## src/rtl/io_uart_port.sv

```systemverilog
// io_uart_port
// Memory-mapped 8N1 UART on the processor IO bus.
//   0x01 W : push byte into TX FIFO (dropped when full)
//   0x01 R : RX FIFO head (0x00 when empty), popped on the read strobe
//   0x02 R : 0xFF when RX FIFO non-empty
//   0x03 R : 0xFF when TX FIFO full
//   0x04 R : {6'b0, frame_err, rx_overrun}, sticky, cleared by the read strobe
//   others : read 0xFF, writes ignored
// Ports:
//   clk100 / reset      : clock, asynchronous active-low reset
//   IO_port_ID          : access address
//   IO_write_data       : write data
//   IO_write_strobe     : one write per high cycle
//   IO_read_strobe      : one read per high cycle (side effects only)
//   IO_read_data        : combinational read decode
//   uart_rxd / uart_txd : serial in (asynchronous) / serial out (registered)
module io_uart_port #(
  parameter int CLKS_PER_BIT = 868,
  parameter int TX_DEPTH     = 16,
  parameter int RX_DEPTH     = 16
) (
  input  logic       clk100,
  input  logic       reset,
  input  logic [7:0] IO_port_ID,
  input  logic [7:0] IO_write_data,
  input  logic       IO_write_strobe,
  input  logic       IO_read_strobe,
  output logic [7:0] IO_read_data,
  input  logic       uart_rxd,
  output logic       uart_txd
);

  localparam int TX_AW = $clog2(TX_DEPTH);
  localparam int RX_AW = $clog2(RX_DEPTH);
  localparam logic [TX_AW:0] TX_FULL_CNT = (TX_AW + 1)'(TX_DEPTH);
  localparam logic [RX_AW:0] RX_FULL_CNT = (RX_AW + 1)'(RX_DEPTH);
  localparam logic [15:0]    C_BIT_END   = 16'(CLKS_PER_BIT - 1);
  localparam logic [15:0]    C_HALF_END  = 16'(CLKS_PER_BIT / 2 - 1);

  typedef enum logic [1:0] {S_IDLE, S_START, S_DATA, S_STOP} state_t;

  // ---------------- address decode ----------------
  logic w_sel_data, w_sel_stat;
  assign w_sel_data = (IO_port_ID == 8'h01);
  assign w_sel_stat = (IO_port_ID == 8'h04);

  // ---------------- TX FIFO ----------------
  logic [7:0]       r_tx_mem [TX_DEPTH];
  logic [TX_AW-1:0] r_tx_wr_ptr, r_tx_rd_ptr;
  logic [TX_AW:0]   r_tx_count;
  logic             w_tx_full, w_tx_empty, w_tx_push, w_tx_pop;
  logic [7:0]       w_tx_head;

  assign w_tx_full  = (r_tx_count == TX_FULL_CNT);
  assign w_tx_empty = (r_tx_count == '0);
  assign w_tx_head  = r_tx_mem[r_tx_rd_ptr];
  // A write into a full FIFO is still accepted when the serialiser frees a slot on the same edge.
  assign w_tx_push  = IO_write_strobe & w_sel_data & (~w_tx_full | w_tx_pop);

  always_ff @(posedge clk100) begin
    if (w_tx_push) r_tx_mem[r_tx_wr_ptr] <= IO_write_data;
  end

  always_ff @(posedge clk100 or negedge reset) begin
    if (!reset) begin
      r_tx_wr_ptr <= '0;
      r_tx_rd_ptr <= '0;
      r_tx_count  <= '0;
    end else begin
      if (w_tx_push) r_tx_wr_ptr <= r_tx_wr_ptr + 1'b1;
      if (w_tx_pop)  r_tx_rd_ptr <= r_tx_rd_ptr + 1'b1;
      case ({w_tx_push, w_tx_pop})
        2'b10:   r_tx_count <= r_tx_count + 1'b1;
        2'b01:   r_tx_count <= r_tx_count - 1'b1;
        default: r_tx_count <= r_tx_count;
      endcase
    end
  end

  // ---------------- TX FSM ----------------
  state_t      r_tx_state, w_tx_state_next;
  logic [15:0] r_tx_cnt, w_tx_cnt_next;
  logic [2:0]  r_tx_bit, w_tx_bit_next;
  logic [7:0]  r_tx_shift, w_tx_shift_next;
  logic        r_txd, w_txd_next;
  logic        w_tx_bit_done;

  assign w_tx_bit_done = (r_tx_cnt == C_BIT_END);

  always_ff @(posedge clk100 or negedge reset) begin
    if (!reset) begin
      r_tx_state <= S_IDLE;
      r_tx_cnt   <= '0;
      r_tx_bit   <= '0;
      r_tx_shift <= '0;
      r_txd      <= 1'b1;
    end else begin
      r_tx_state <= w_tx_state_next;
      r_tx_cnt   <= w_tx_cnt_next;
      r_tx_bit   <= w_tx_bit_next;
      r_tx_shift <= w_tx_shift_next;
      r_txd      <= w_txd_next;
    end
  end

  // r_txd is the registered line level, so each branch sets the level of the bit being entered.
  always_comb begin
    w_tx_state_next = r_tx_state;
    w_tx_cnt_next   = r_tx_cnt + 16'd1;
    w_tx_bit_next   = r_tx_bit;
    w_tx_shift_next = r_tx_shift;
    w_txd_next      = r_txd;
    w_tx_pop        = 1'b0;
    case (r_tx_state)
      S_IDLE: begin
        w_tx_cnt_next = '0;
        w_txd_next    = 1'b1;
        if (!w_tx_empty) begin
          w_tx_pop        = 1'b1;
          w_tx_shift_next = w_tx_head;
          w_txd_next      = 1'b0;
          w_tx_state_next = S_START;
        end
      end
      S_START: begin
        if (w_tx_bit_done) begin
          w_tx_cnt_next   = '0;
          w_tx_bit_next   = '0;
          w_txd_next      = r_tx_shift[0];
          w_tx_state_next = S_DATA;
        end
      end
      S_DATA: begin
        if (w_tx_bit_done) begin
          w_tx_cnt_next   = '0;
          w_tx_shift_next = {1'b0, r_tx_shift[7:1]};
          if (r_tx_bit == 3'd7) begin
            w_txd_next      = 1'b1;
            w_tx_state_next = S_STOP;
          end else begin
            w_tx_bit_next = r_tx_bit + 3'd1;
            w_txd_next    = r_tx_shift[1];
          end
        end
      end
      S_STOP: begin
        if (w_tx_bit_done) begin
          w_tx_cnt_next = '0;
          // Chain straight into the next start bit so back-to-back frames have no idle gap.
          if (!w_tx_empty) begin
            w_tx_pop        = 1'b1;
            w_tx_shift_next = w_tx_head;
            w_txd_next      = 1'b0;
            w_tx_state_next = S_START;
          end else begin
            w_txd_next      = 1'b1;
            w_tx_state_next = S_IDLE;
          end
        end
      end
      default: w_tx_state_next = S_IDLE;
    endcase
  end

  assign uart_txd = r_txd;

  // ---------------- RX synchroniser ----------------
  logic r_rx_sync1, r_rx_sync2;
  always_ff @(posedge clk100 or negedge reset) begin
    if (!reset) begin
      r_rx_sync1 <= 1'b1;
      r_rx_sync2 <= 1'b1;
    end else begin
      r_rx_sync1 <= uart_rxd;
      r_rx_sync2 <= r_rx_sync1;
    end
  end

  // ---------------- RX FIFO ----------------
  logic [7:0]       r_rx_mem [RX_DEPTH];
  logic [RX_AW-1:0] r_rx_wr_ptr, r_rx_rd_ptr;
  logic [RX_AW:0]   r_rx_count;
  logic             w_rx_full, w_rx_empty, w_rx_push, w_rx_pop, w_rx_push_req;
  logic [7:0]       w_rx_head, r_rx_shift;

  assign w_rx_full  = (r_rx_count == RX_FULL_CNT);
  assign w_rx_empty = (r_rx_count == '0);
  assign w_rx_head  = r_rx_mem[r_rx_rd_ptr];
  assign w_rx_pop   = IO_read_strobe & w_sel_data & ~w_rx_empty;
  assign w_rx_push  = w_rx_push_req & (~w_rx_full | w_rx_pop);

  always_ff @(posedge clk100) begin
    if (w_rx_push) r_rx_mem[r_rx_wr_ptr] <= r_rx_shift;
  end

  always_ff @(posedge clk100 or negedge reset) begin
    if (!reset) begin
      r_rx_wr_ptr <= '0;
      r_rx_rd_ptr <= '0;
      r_rx_count  <= '0;
    end else begin
      if (w_rx_push) r_rx_wr_ptr <= r_rx_wr_ptr + 1'b1;
      if (w_rx_pop)  r_rx_rd_ptr <= r_rx_rd_ptr + 1'b1;
      case ({w_rx_push, w_rx_pop})
        2'b10:   r_rx_count <= r_rx_count + 1'b1;
        2'b01:   r_rx_count <= r_rx_count - 1'b1;
        default: r_rx_count <= r_rx_count;
      endcase
    end
  end

  // ---------------- RX FSM ----------------
  state_t      r_rx_state, w_rx_state_next;
  logic [15:0] r_rx_cnt, w_rx_cnt_next;
  logic [2:0]  r_rx_bit, w_rx_bit_next;
  logic [7:0]  w_rx_shift_next;
  logic        w_frame_err_set;

  always_ff @(posedge clk100 or negedge reset) begin
    if (!reset) begin
      r_rx_state <= S_IDLE;
      r_rx_cnt   <= '0;
      r_rx_bit   <= '0;
      r_rx_shift <= '0;
    end else begin
      r_rx_state <= w_rx_state_next;
      r_rx_cnt   <= w_rx_cnt_next;
      r_rx_bit   <= w_rx_bit_next;
      r_rx_shift <= w_rx_shift_next;
    end
  end

  // The half-bit wait in START aligns every later full-bit wait onto a bit centre.
  always_comb begin
    w_rx_state_next = r_rx_state;
    w_rx_cnt_next   = r_rx_cnt + 16'd1;
    w_rx_bit_next   = r_rx_bit;
    w_rx_shift_next = r_rx_shift;
    w_rx_push_req   = 1'b0;
    w_frame_err_set = 1'b0;
    case (r_rx_state)
      S_IDLE: begin
        w_rx_cnt_next = '0;
        if (!r_rx_sync2) w_rx_state_next = S_START;
      end
      S_START: begin
        if (r_rx_cnt == C_HALF_END) begin
          w_rx_cnt_next   = '0;
          w_rx_bit_next   = '0;
          w_rx_state_next = r_rx_sync2 ? S_IDLE : S_DATA;
        end
      end
      S_DATA: begin
        if (r_rx_cnt == C_BIT_END) begin
          w_rx_cnt_next   = '0;
          w_rx_shift_next = {r_rx_sync2, r_rx_shift[7:1]};
          if (r_rx_bit == 3'd7) w_rx_state_next = S_STOP;
          else                  w_rx_bit_next   = r_rx_bit + 3'd1;
        end
      end
      S_STOP: begin
        if (r_rx_cnt == C_BIT_END) begin
          w_rx_cnt_next   = '0;
          w_rx_push_req   = r_rx_sync2;
          w_frame_err_set = ~r_rx_sync2;
          w_rx_state_next = S_IDLE;
        end
      end
      default: w_rx_state_next = S_IDLE;
    endcase
  end

  // ---------------- sticky status ----------------
  logic r_frame_err, r_rx_overrun, w_flag_clr, w_overrun_set;
  assign w_flag_clr    = IO_read_strobe & w_sel_stat;
  assign w_overrun_set = w_rx_push_req & w_rx_full & ~w_rx_pop;

  // Set has priority over a clear on the same edge.
  always_ff @(posedge clk100 or negedge reset) begin
    if (!reset) begin
      r_frame_err  <= 1'b0;
      r_rx_overrun <= 1'b0;
    end else begin
      r_frame_err  <= (r_frame_err & ~w_flag_clr) | w_frame_err_set;
      r_rx_overrun <= (r_rx_overrun & ~w_flag_clr) | w_overrun_set;
    end
  end

  // ---------------- read decode ----------------
  always_comb begin
    IO_read_data = 8'hFF;
    case (IO_port_ID)
      8'h01:   IO_read_data = w_rx_empty ? 8'h00 : w_rx_head;
      8'h02:   IO_read_data = w_rx_empty ? 8'h00 : 8'hFF;
      8'h03:   IO_read_data = w_tx_full ? 8'hFF : 8'h00;
      8'h04:   IO_read_data = {6'b0, r_frame_err, r_rx_overrun};
      default: IO_read_data = 8'hFF;
    endcase
  end

endmodule

```

## config.mk

```make
export PLATFORM = sky130hd
export DESIGN_NAME = io_uart_port
export DESIGN_NICKNAME = d
export VERILOG_FILES = /design/src/rtl/io_uart_port.sv
export SDC_FILE = /design/constraint.sdc
export NUM_CORES = 1
export LEC_CHECK = 0
export ABC_CLOCK_PERIOD_IN_PS = 4700
export CORE_MARGIN = 2
export CORE_UTILIZATION = 55
export DETAILED_ROUTE_END_ITERATION = 8
export PLACE_DENSITY = 0.8
export SLEW_MARGIN = 5
export SYNTH_ARGS = -nofsm -noshare
export SYNTH_HDL_FRONTEND = slang
export SYNTH_SLANG_ARGS = --single-unit
```

## constraint.sdc

```tcl
create_clock -name clk100 -period 4.7 [get_ports clk100]
set_input_delay 1.41 -clock clk100 [delete_from_list [all_inputs] [get_ports clk100]]
set_output_delay 1.41 -clock clk100 [all_outputs]
set_load 0.02 [all_outputs]
```

==> flow_summary_export.csv, run 1 <==
group,metric,value,unit
cts,cts_root_buf,"clkbuf_16",
power_and_ir_drop,power.density,456,nW/um2
die,start_util,55.9,%
synthesis,ys_types,60,
cts,clk_pin_slew,0.06,ns
setup_path,critPathKind,"in -> out",
routing,vias,7677,
setup_path,start_kind,"input port",
final_layout,area_delta_synth_final,13.1,%
routing,drc_errors,0,
grt,grt_pass1_vias,7852,
placed_design,place_congestion,0.785,
synthesis,synthesis.nets,942,
setup_path,crit_path_top_delay_cell,"clkdlybuf4s50_1",
routing,dr.first_iter.drc_count,599,
routing,routed_via_density,5.86,
sta,hold_viol_final,0,
synthesis,synth_edf_count,256,
sta,slew_headroom,20.2,%
grt,grt_pass1_wl,43000,um
synthesis,netlist_area,14600,um2
worst_hold_path,hp-class,"reg -> reg",
setup_path,rrSetupSlack,1.46,ns
worst_hold_path,worstHoldStart,"r_rx_sync1",
worst_hold_path,hold_path_end,"r_rx_sync2",
routing,postRouteAntennaNets,0,
synthesis,ys_seq_area_share,68.0,%
synthesis,synth_cells,891,
cts,hold_buffers,0,
grt,gr-total-overflow,0,
final_layout,drive_gt1_share,19.2,%
synthesis,synth_ff_type,"edfxtp_1",
final_layout,final_util,63.3,%
die,io_pins,30,
cts,cts_tree,"yes",
die,die_w,167,um
power_and_ir_drop,fin_total_pwr,7.52,mW
synthesis,syn_area_per_cell,16.4,um2
die,die_y,167,um
setup_path,r2r-start,"r_rx_cnt[0]",
die,core,26100,um2
sta,worstMarginPinSlew,1.20,ns
cts,cts_buffers,36,
routing,wl_per_cell,20.3,um
die,fp-row-count,59,
setup_path,crit_top_cell,"nand2_1",
sta,finalMaxSlewViolations,0,
setup_path,cp.required,3.29,ns
cts,h-tree-depth,2,
routing,first_pass_iters,5,
power_and_ir_drop,cellLeakagePower,6.16,nW
grt,grt_max_degree,77,
sta,hold_slack,0.358,ns
placed_design,dp.final_hpwl,17200,um
synthesis,yosys_warnings,0,
setup_path,cp_cell_sequence,"clkdlybuf4s50_1 -> nor3_1 -> nand2_1 -> nor4b_1 -> buf_4 -> nand2_1 -> nand3_1 -> dlygate4sd2_1",
die,die-area,27800,um2
cts,cts.sinks,345,
worst_hold_path,hold_depth,0,
placed_design,port_buffers,29,
setup_path,reg2reg_to,"r_rx_mem[5][1]",
status,status,"finished clean",
placed_design,place_area,15400,um2
sta,fin_worst_skew,0.0242,ns
sta,fin_crit,4.53,ns
final_layout,nNetsFinal,1000,
cts,cts_setup_buffers,0,
synthesis,synthArstFlopShare,25.8,%
grt,antenna_found_initial,0,
grt,grtUsageTotal,19.6,%
sta,fmax,221,MHz
grt,gr-usage-met2,33.6,%
setup_path,cp-end-kind,"output port",
cts,cts_buffer_depth,3,
final_layout,final_area,16500,um2
sta,finalCritPeriodShare,96.5,%
synthesis,synth-seq-cells,345,
routing,drt-total-wl,26600,um
sta,rsz0062_at_grt,"false",
final_layout,diodes,0,
setup_path,slowest_delay,0.44,ns
run,cap_violations,0,
setup_path,r2r_cells,6,
grt,top_usage_layer,"met2",
power_and_ir_drop,ir_worst_vdd,0.402,mV
cts,clk_latency,0.53,ns
grt,use_met3,3.33,%
placed_design,place_ws,-0.143,ns
setup_path,cp.arrival,3.12,ns
grt,gr-usage-met1,26.7,%
sta,layout_setup_ws,0.165,ns
setup_path,crit_fanout,3,
sta,setup_violations,0,
report_power, final:
group	leakage (nW)	switching (mW)	internal, mW
clock	0.534	1.16	1.50
combinational	1.86	0.599	0.630
sequential	3.76	0.252	3.38
total	6.16	2.01	5.52
repair_timing:
action / 4_1_cts / 5_1_grt
endpoints found under the setup margin: 8 / 0
endpoints found under the hold margin: 0 / 0
resized for setup: 11 / 0
critical path, delay by kind of cell:
family	cells	cell delay, ns
AND/OR/NAND/NOR	5	0.77
buffers and inverters	3	0.95
synthesized netlist by cell type, types with 3 or more instances:
library cell	number	area share (%)
edfxtp_1	256	53
dfrtp_1	86	15
mux4_2	73	11
nor2_1	69	1.8
nand2_1	49	1.3
a21oi_1	32	1.1
xnor2_1	29	1.7
ha_1	28	2.4
nand3_1	25	0.86
inv_1	20	0.51
xor2_1	20	1.2
clkbuf_1	19	0.49
and2_1	17	0.73
o21ai_0	15	0.51
a22oi_1	14	0.72
mux2_2	12	0.93
nand4_1	12	0.51
nor3_1	11	0.38
buf_2	9	0.31
a22o_1	7	0.42
and3_1	7	0.30
buf_1	7	0.18
nand2b_1	7	0.30
nor3b_1	6	0.31
a21o_1	5	0.26
nor4b_1	5	0.30
dfstp_2	3	0.54
nor2b_1	3	0.13
nor4_1	3	0.13
or4_4	3	0.23
state kept, by name (all words and copies together), names as in the netlist, 2 cells and up, named ones only:
| signal | flops |
|---|---|
| r_rx_mem | 128 |
| r_rx_cnt | 16 |
| r_tx_count | 5 |
| r_rx_bit | 3 |
| r_rx_shift | 8 |
| r_tx_shift | 8 |
| r_tx_bit | 3 |
| r_rx_count | 5 |
| r_rx_wr_ptr | 4 |
| r_tx_mem | 128 |
| r_rx_rd_ptr | 4 |
| r_tx_state | 2 |
| r_tx_wr_ptr | 4 |
| r_tx_rd_ptr | 4 |
| r_tx_cnt | 16 |
routing by layer:
| metal | up-vias | part of all wire (%) |
|---|---|---|
| met1 | 3911 | 42 |
| met2 | 174 | 51 |
| met4 | 0 | 1.6 |
| met3 | 37 | 4.7 |
| met5 | - | 0 |
| li1 | 3555 | - |
how the worst max path moves through the flow:
stage / start / end / slack (ns) / cells past startpoint
6_report: IO_port_ID[3] / IO_read_data[1] / 0.17 / 8
5_1_grt: IO_port_ID[3] / IO_read_data[1] / 0.02 / 8
4_1_cts: IO_port_ID[3] / IO_read_data[1] / 0.18 / 8
3_5_place_dp: IO_port_ID[2] / IO_read_data[1] / -0.14 / 7
3_3_place_gp: IO_port_ID[0] / IO_read_data[1] / -0.07 / 7
2_1_floorplan: IO_port_ID[0] / IO_read_data[0] / 0.82 / 5
placed cells by master (no fill, tap or decap), types with 3 or more instances in the layout:
cell,n
nor3b_1,6
clkinv_2,4
xor2_1,20
or4_4,3
a22oi_1,14
buf_4,26
nand2_1,49
mux4_2,73
xnor2_1,29
nand2b_1,7
edfxtp_1,256
clkinv_4,3
nor2b_1,3
inv_1,20
ha_1,28
and3_1,7
a21oi_1,32
nor4b_1,3
and2_1,17
dfrtp_2,3
dfrtp_1,83
clkbuf_1,12
dlygate4sd2_1,8
nand3_1,25
dfstp_2,3
nand4_1,12
a21o_1,5
clkbuf_16,36
nor3_1,11
buf_12,3
o21ai_0,15
mux2_2,12
nor2_1,69
a22o_1,7
clkdlybuf4s50_1,20
final cells by class:
class	instances	area [um2]
clock inverters	16	165
multi-input cells	489	4440
clock buffers	48	946
inverters	20	75.1
well taps	335	419
repair buffers	57	526
fillers	1817	9560
flip-flops and latches	345	9920
cell families after synthesis:
logic type / share of synthesized area [%]
buf+inv: 1.62
simple gates: 8.47
flops: 68.0
compound gates: 3.75
fa+ha+maj: 2.68
xor+xnor: 2.94
mux: 12.5
per-stage QoR:
| step | cells | TNS (ns) |
|---|---|---|
| floorplan | 891 | 0 |
| global placement | 1246 | -0.448 |
| detailed placement | 1246 | -0.865 |
| CTS | 1310 | 0 |
| global route | 1310 | 0 |
| finish | 1310 | 0 |
Note: power is estimated with default switching activity, not from simulation.
==> run 2, diff against run 1 <==
--- a/config.mk
+++ b/config.mk
@@ -7,9 +7,9 @@
 export LEC_CHECK = 0
 export ABC_CLOCK_PERIOD_IN_PS = 4700
 export CORE_MARGIN = 2
-export CORE_UTILIZATION = 55
+export CORE_UTILIZATION = 67
 export DETAILED_ROUTE_END_ITERATION = 8
-export PLACE_DENSITY = 0.8
+export PLACE_DENSITY = 0.93
 export SLEW_MARGIN = 5
 export SYNTH_ARGS = -nofsm -noshare
 export SYNTH_HDL_FRONTEND = slang
==> run 2 against run 1 <==
Combinational power is 11% higher. Final area shrank 0.47%. Register-to-register slack lost 0.30 ns. Worst hold slack improved by 0.0093 ns. Highest routed layer unchanged. Power is 0.82% higher. Clock-buffer cell count up 1. First-iteration DRC count is 25% higher. Via count increased by 8.6%.
==> flow_summary_export.csv, run 2 (same netlist as run 1, synthesis figures left out) <==
group,metric,value,unit
routing,postRouteAntennaNets,0,
cts,cts_buffers,35,
setup_path,cp.arrival,3.16,ns
die,io_pins,30,
sta,fin_worst_skew,0.0141,ns
placed_design,dp.final_hpwl,18700,um
die,core,21200,um2
grt,grtUsageTotal,29.3,%
sta,setup_violations,0,
final_layout,nNetsFinal,1007,
final_layout,final_util,77.4,%
setup_path,critPathKind,"in -> out",
routing,first_pass_iters,7,
die,die_y,152,um
placed_design,place_ws,-0.155,ns
sta,finalCritPeriodShare,97.3,%
cts,clk_pin_slew,0.06,ns
sta,worstMarginPinSlew,1.19,ns
grt,grt_pass1_wl,49500,um
run,cap_violations,0,
cts,cts_buffer_depth,3,
routing,wl_per_cell,25.5,um
sta,hold_viol_final,0,
status,status,"finished clean",
final_layout,top_regs,"r_rx_mem: 128 flops, r_tx_mem: 128 flops",
routing,wl_met3,2390,um
die,die_w,152,um
placed_design,place_area,15300,um2
routing,routed_via_density,6.65,
routing,vias,8341,
final_layout,final_area,16400,um2
setup_path,cp-end-kind,"output port",
worst_hold_path,hp-class,"reg -> reg",
sta,rsz0062_at_grt,"false",
setup_path,cp.required,3.29,ns
cts,cts_root_buf,"clkbuf_16",
routing,drc_errors,0,
sta,fin_crit,4.57,ns
setup_path,start_kind,"input port",
final_layout,area_delta_synth_final,12.6,%
sta,slew_headroom,20.4,%
cts,h-tree-depth,2,
grt,grt_max_degree,68,
routing,top_layer_used,"met4",
placed_design,port_buffers,29,
cts,cts.sinks,345,
final_layout,mostFrequentLayoutCells,"edfxtp_1 (256), dfrtp_1 (84), mux4_2 (73)",
cts,cts_tree,"yes",
routing,wl_met2,16600,um
power_and_ir_drop,cellLeakagePower,6.19,nW
cts,hold_buffers,0,
sta,fmax,219,MHz
sta,finalMaxSlewViolations,0,
power_and_ir_drop,ir_worst_vdd,0.414,mV
placed_design,place_congestion,0.777,
setup_path,crit_fanout,8,
routing,drt-total-wl,32000,um
grt,grt_pass1_vias,8735,
grt,antenna_found_initial,1,
power_and_ir_drop,power.density,462,nW/um2
cts,clk_latency,0.52,ns
die,fp-row-count,53,
final_layout,drive_gt1_share,18.9,%
die,start_util,68.7,%
routing,met1Wirelength,11500,um
sta,layout_setup_ws,0.126,ns
final_layout,final_common_cell,"edfxtp_1",
die,die-area,23000,um2
routing,dr.first_iter.drc_count,751,
grt,gr-total-overflow,0,
==> run 2: cell count changes in the layout (fill, tap and decap cells not counted), moves of 2 or more <==
cell,delta
clkinv_1,+6
inv_6,-2
clkbuf_8,+3
clkinvlp_4,-2
clkinv_8,-2
clkinv_4,-3
buf_4,+9
clkbuf_1,-3
==> run 2: timing repair <==
item	CTS	global route
setup endpoints to repair	8	0
gates resized for setup	9	0
buffers inserted	0	0
==> run 2: per-stage QoR <==
stage	hold slack (ns)	cells	total power, mW	TNS (ns)
finish	0.367	1255	7.58	0
detailed placement	0.351	1194	4.94	-0.914
global route	0.369	1254	7.87	0
global placement	0.359	1194	4.87	-0.499
floorplan	0.345	891	4.59	0
CTS	0.367	1254	7.60	0
==> run 2: critical path, stage by stage <==
cell,delay [ns]
clkdlybuf4s50_1,0.44
nor4b_1,0.32
a21oi_1,0.07
o22a_1,0.20
nor2_1,0.11
buf_4,0.19
nand3_1,0.09
dlygate4sd2_1,0.33
==> run 2: final cells by class <==
class	count	area [um2]
flip-flops and latches	345	9920
repair buffers	65	573
clock inverters	11	71.3
diodes	1	2.50
clock buffers	49	1000
well taps	275	344
fillers	1079	4800
inverters	20	75.1
multi-input cells	489	4430
==> run 2: power breakdown <==
group / switching, mW / total [mW] / internal, mW
Sequential: 0.225 / 3.61 / 3.38
Combinational: 0.729 / 1.37 / 0.640
Clock: 1.08 / 2.61 / 1.53
Total: 2.03 / 7.58 / 5.55
==> run 2: worst paths after layout <==
check,endpoint,from,depth (start not counted),slack (ns)
max in group asynchronous,r_rx_bit[1],reset,2,2.83
setup / recovery,IO_read_data[1],IO_port_ID[0],8,0.13
setup reg to reg,r_tx_count[4],r_tx_cnt[10],11,1.16
min in group asynchronous,r_rx_rd_ptr[2],reset,1,0.98
hold reg to reg,r_rx_sync2,r_rx_sync1,0,0.37
hold / removal,r_rx_sync2,r_rx_sync1,0,0.37
==> run 2: routing by layer <==
| layer | global-route usage, % | up-vias |
|---|---|---|
| li1 | - | 3559 |
| met1 | 36.6 | 4240 |
| met2 | 49.9 | 431 |
| met3 | 5.69 | 111 |
| met4 | 14.4 | 0 |
| met5 | 0 | - |
